$ cat config.mk
export PLATFORM = sky130hd
export DESIGN_NAME = prod_accum_stage
export DESIGN_NICKNAME = d
export VERILOG_FILES = /design/src/rtl/prod_accum_pkg.sv /design/src/rtl/prod_accum_stage_acc_out_reg.sv /design/src/rtl/prod_accum_stage.sv
export SDC_FILE = /design/constraint.sdc
export NUM_CORES = 1
export LEC_CHECK = 0
export CORE_MARGIN = 8
export CORE_UTILIZATION = 60
export CTS_CLUSTER_DIAMETER = 200
export CTS_CLUSTER_SIZE = 14
export DETAILED_ROUTE_END_ITERATION = 12
export PLACE_DENSITY = 0.88
export SYNTH_ARGS = -nofsm -noshare
export SYNTH_HDL_FRONTEND = slang
export SYNTH_HIERARCHICAL = 1
export SYNTH_SLANG_ARGS = --single-unit
export TNS_END_PERCENT = 5
$ cat constraint.sdc
create_clock -name clk -period 7.5 [get_ports clk]
set_input_delay 1.5 -clock clk [delete_from_list [all_inputs] [get_ports clk]]
set_output_delay 1.5 -clock clk [all_outputs]
set_load 0.05 [all_outputs]
$ cat src/rtl/prod_accum_pkg.sv
// Shared defaults, FSM encoding and result record for the product accumulator stage.
package prod_accum_pkg;

    localparam int PW_DEF = 64;
    localparam int AW_DEF = 80;
    localparam int CW_DEF = 16;

    localparam logic [0:0] ST_IDLE  = 1'b0;
    localparam logic [0:0] ST_ACCUM = 1'b1;

    typedef struct packed {
        logic [AW_DEF-1:0] sum;
        logic [CW_DEF-1:0] count;
        logic              ovf;
    } res_rec_t;

endpackage

$ cat src/rtl/prod_accum_stage_acc_out_reg.sv
// One-entry result holding register with a valid/ready output handshake.
module acc_out_reg
    import prod_accum_pkg::*;
#(
    parameter type rec_t = res_rec_t
) (
    input  logic clk,
    input  logic rst_n,
    input  logic i_load,
    input  rec_t i_rec,
    input  logic i_ready,
    output logic o_valid,
    output rec_t o_rec,
    output logic o_full
);

    logic r_valid;
    rec_t r_rec;

    // A load wins over a drain at the same edge, so back-to-back results never bubble.
    always_ff @(posedge clk) begin
        if (!rst_n) begin
            r_valid <= 1'b0;
            r_rec   <= '0;
        end else if (i_load) begin
            r_valid <= 1'b1;
            r_rec   <= i_rec;
        end else if (r_valid && i_ready) begin
            r_valid <= 1'b0;
        end
    end

    assign o_valid = r_valid;
    assign o_rec   = r_rec;
    assign o_full  = r_valid && !i_ready;

endmodule

$ cat src/rtl/prod_accum_stage.sv
// Grouped multiply-accumulate back end: sums tagged product beats and emits one result per group.
module prod_accum_stage
    import prod_accum_pkg::*;
#(
    parameter int PW = PW_DEF,
    parameter int AW = AW_DEF,
    parameter int CW = CW_DEF
) (
    input  logic          clk,
    input  logic          rst_n,
    input  logic          prod_valid,
    output logic          prod_ready,
    input  logic [PW-1:0] prod,
    input  logic          prod_last,
    input  logic          clear,
    output logic          res_valid,
    input  logic          res_ready,
    output logic [AW-1:0] res_sum,
    output logic [CW-1:0] res_count,
    output logic          res_ovf
);

    typedef struct packed {
        logic [AW-1:0] sum;
        logic [CW-1:0] count;
        logic          ovf;
    } rec_t;

    logic [0:0]    r_state;
    logic [AW-1:0] r_acc;
    logic [CW-1:0] r_cnt;
    logic          r_ovf;

    logic          w_take;
    logic          w_load;
    logic          w_full;
    logic [AW-1:0] w_base_acc;
    logic [CW-1:0] w_base_cnt;
    logic          w_base_ovf;
    logic [AW-1:0] w_sum;
    logic          w_carry;
    logic [CW-1:0] w_cnt_next;
    logic          w_ovf_next;
    rec_t          w_rec;
    rec_t          w_out_rec;

    assign prod_ready = rst_n && !w_full;
    assign w_take     = prod_valid && prod_ready;
    assign w_load     = w_take && prod_last && !clear;

    // In IDLE the beat starts a fresh group, so the partial state is treated as zero.
    always_comb begin
        w_base_acc = '0;
        w_base_cnt = '0;
        w_base_ovf = 1'b0;
        if (r_state == ST_ACCUM) begin
            w_base_acc = r_acc;
            w_base_cnt = r_cnt;
            w_base_ovf = r_ovf;
        end
    end

    assign {w_carry, w_sum} = {1'b0, w_base_acc} + {1'b0, AW'(prod)};
    assign w_cnt_next       = (&w_base_cnt) ? w_base_cnt : w_base_cnt + CW'(1);
    assign w_ovf_next       = w_base_ovf | w_carry;

    always_comb begin
        w_rec       = '0;
        w_rec.sum   = w_sum;
        w_rec.count = w_cnt_next;
        w_rec.ovf   = w_ovf_next;
    end

    always_ff @(posedge clk) begin
        if (!rst_n || clear) begin
            r_state <= ST_IDLE;
            r_acc   <= '0;
            r_cnt   <= '0;
            r_ovf   <= 1'b0;
        end else if (w_take) begin
            if (prod_last) begin
                r_state <= ST_IDLE;
                r_acc   <= '0;
                r_cnt   <= '0;
                r_ovf   <= 1'b0;
            end else begin
                r_state <= ST_ACCUM;
                r_acc   <= w_sum;
                r_cnt   <= w_cnt_next;
                r_ovf   <= w_ovf_next;
            end
        end
    end

    acc_out_reg #(
        .rec_t(rec_t)
    ) u_out (
        .clk    (clk),
        .rst_n  (rst_n),
        .i_load (w_load),
        .i_rec  (w_rec),
        .i_ready(res_ready),
        .o_valid(res_valid),
        .o_rec  (w_out_rec),
        .o_full (w_full)
    );

    assign res_sum   = w_out_rec.sum;
    assign res_count = w_out_rec.count;
    assign res_ovf   = w_out_rec.ovf;

endmodule

==> flow_summary_export.csv <==
group,metric,value,unit
clocking,clk_pin_slew,0.08,ns
sta,tns,0,ns
route,drtIter0Drc,1134,
cells_and_area,diodes,0,
sta,tightest_slew,1.09,ns
placement,place_congestion,0.954,
clocking,cts_root_buffer,"clkbuf_16",
yosys,ys.warnings.count,6,
placement,dp_slack,2.15,ns
cells_and_area,fill_cells,1684,
route,vias_per_cell,6.23,
yosys,synth_nets,1695,
die,dieHeight,163,um
die,die_w,163,um
route,dr.pass1.iters,7,
die,fp.dieArea,0.0265,mm2
placement,port_buffers,168,
placement,dp.cells,1907,
sta,fin_crit,5.15,ns
setup_path,crit_required,7.90,ns
run,max_cap_viol_count,0,
cells_and_area,final_cell_area,0.0152,mm2
placement,hpwl,27.4,mm
power,p_leak,5.64,nW
yosys,synth_area_leaders,"dfxtp_1 30%, mux2i_1 8.0%, ha_1 6.3%, nor2b_1 5.2%, xnor2_1 4.1%",
route,via_count,12078,
power,p_per_area,152,mW/mm2
clocking,post-cts-setup-buffers,0,
global_route,grt_usage,0.284,
global_route,grt_pass1_vias,11957,
clocking,cts_htree_levels,4,
sta,slew_violations,0,
global_route,grt_max_degree,100,
cells_and_area,nets,1787,
cells_and_area,layout_common_cells,"195 x dfxtp_1, 167 x clkdlybuf4s50_1, 122 x nand2_1",
route,ant_nets,0,
die,io_pins,169,
global_route,antenna_found_initial,0,
setup_path,worstSetupStartpointType,"primary input",
route,post_drt_wl_per_cell,19.7,um
yosys,synth-seq-area-share,0.304,
clocking,cts_num_sinks,196,
cells_and_area,drive_gt1_frac,0.0481,
cells_and_area,seq_area,0.00393,mm2
sta,hold_viol,0,
power,ir_drop,0.141,mV
cells_and_area,multiInputGateArea,0.00841,mm2
sta,skew,0.0169,ns
cells_and_area,layout.cells.non_filler,1939,
sta,timing.final.crit_share,0.687,
clocking,ctsResizeCount,0,
placement,dpl_cell_area,0.0145,mm2
sta,clock.fmax,194,MHz
setup_path,crit_fanout,12,
yosys,syn-instance-count,1559,
sta,rsz0062_at_grt,"false",
yosys,synth_area,0.0129,mm2
cells_and_area,area_growth,17.5,%
yosys,ys_ff_latch,196,
die,num_rows,53,
clocking,hold_buffers,0,
sta,finalSetupViolCount,0,
yosys,synthFlopType,"dfxtp_1",
outcome,status,"finished, final reports clean",
sta,relSlewSlack,0.267,
yosys,ys_types,81,
yosys,synth_top_area_share,0.304,
cells_and_area,layout_commonest_cell,"dfxtp_1",
sta,fin_ws,2.35,ns
global_route,grt-ovfl-total,0,
yosys,synth_edf_count,0,
yosys,async_flop_share,0,
route,wirelength,38.2,mm
setup_path,path_class,"primary input to register",
yosys,yosysTopAreaCell,"dfxtp_1",
clocking,cts_tree,"done",
yosys,avgSynthCellArea,8.28,um2
setup_path,worstPathArrival,5.55,ns
hold_path,hold_path.class,"register to register",
setup_path,critPathCaptureType,"register",
clocking,cts_buffer_depth,2,
clocking,cts_inserted_buffers,17,
route,drc_errors,0,
die,start_util,0.612,
global_route,grt_pass1_wl,61.8,mm
clocking,clk_latency,0.47,ns
die,coreArea,0.0211,mm2
[synthesized netlist by cell type (all sizes together) (28+ instances only)]
| library cell | count |
|---|---|
| a21o | 32 |
| a21oi | 99 |
| a22oi | 43 |
| and2 | 82 |
| buf | 39 |
| clkbuf | 66 |
| dfxtp | 196 |
| ha | 65 |
| inv | 28 |
| mux2i | 103 |
| nand2 | 123 |
| nand3 | 35 |
| nand4 | 39 |
| nor2 | 117 |
| nor2b | 107 |
| o21ai | 69 |
| xnor2 | 60 |
| xor2 | 28 |
[final cells by class]
type,instances,area share
clock inverter,15,0.0132
multi-input combinational,1230,0.554
sequential,196,0.259
inverter,28,0.00693
tap,275,0.0227
timing repair buffer,178,0.116
clock buffer,17,0.0280
[critical path: stages]
cell	delay [ns]
clkdlybuf4s50_1	0.42
ha_1	0.36
a21oi_1	0.30
o211ai_1	0.16
a21oi_1	0.49
a21oi_1	0.17
nor4_2	0.42
nor3b_2	0.15
o21ai_1	0.88
nor2_1	0.21
xnor2_1	0.28
mux2i_1	0.11
nor2b_1	0.12
[layer usage]
metal | global-route usage | vias up | share of wire | wire [um]
met4 | 0.100 | 0 | 0.031 | 1200
li1 | - | 5737 | - | -
met5 | 0 | - | 0 | 0
met3 | 0.0521 | 103 | 0.068 | 2590
met1 | 0.362 | 5737 | 0.43 | 16600
met2 | 0.472 | 501 | 0.47 | 17800
[stage by stage]
stage / power, mW / hold WS (ns) / util
floorplan: 1.25 / 0.418 / -
global placement: 1.35 / 0.436 / 0.690
detailed placement: 1.35 / 0.443 / 0.690
CTS: 2.31 / 0.464 / 0.719
global route: 2.38 / 0.486 / 0.719
finish: 2.31 / 0.462 / 0.719
[where the power goes]
group,internal (mW),switching [mW]
Combinational,0.106,0.163
Clock,0.487,0.497
Sequential,1.05,0.00685
Total,1.65,0.667
[state kept, by name, indices dropped and copies added, names as in the netlist]
| name | flops |
|---|---|
| r_acc | 80 |
| r_cnt | 16 |
| r_ovf | 1 |
| r_state | 1 |
| u_out/o_rec | 97 |
| u_out/o_valid | 1 |
[path summary, 6_finish.rpt]
check	startpoint	to	slack (ns)	cells past startpoint
worst max-delay path	prod[4]	u_out/o_rec[82]	2.35	13
worst min register to register	r_acc[56]	r_acc[56]	0.46	2
worst max register to register	r_state	u_out/o_rec[82]	2.79	14
worst min-delay path	r_acc[56]	r_acc[56]	0.46	2
[cell families after synthesis]
| kind of cell | after synthesis | share of synthesized area |
|---|---|---|
| xor+xnor | 88 | 0.0597 |
| buf+inv | 133 | 0.0476 |
| fa+ha+maj | 66 | 0.0645 |
| flops | 196 | 0.304 |
| simple gates | 596 | 0.241 |
| mux | 104 | 0.0807 |
| compound gates | 376 | 0.202 |
(Power assumes the default switching activity.)
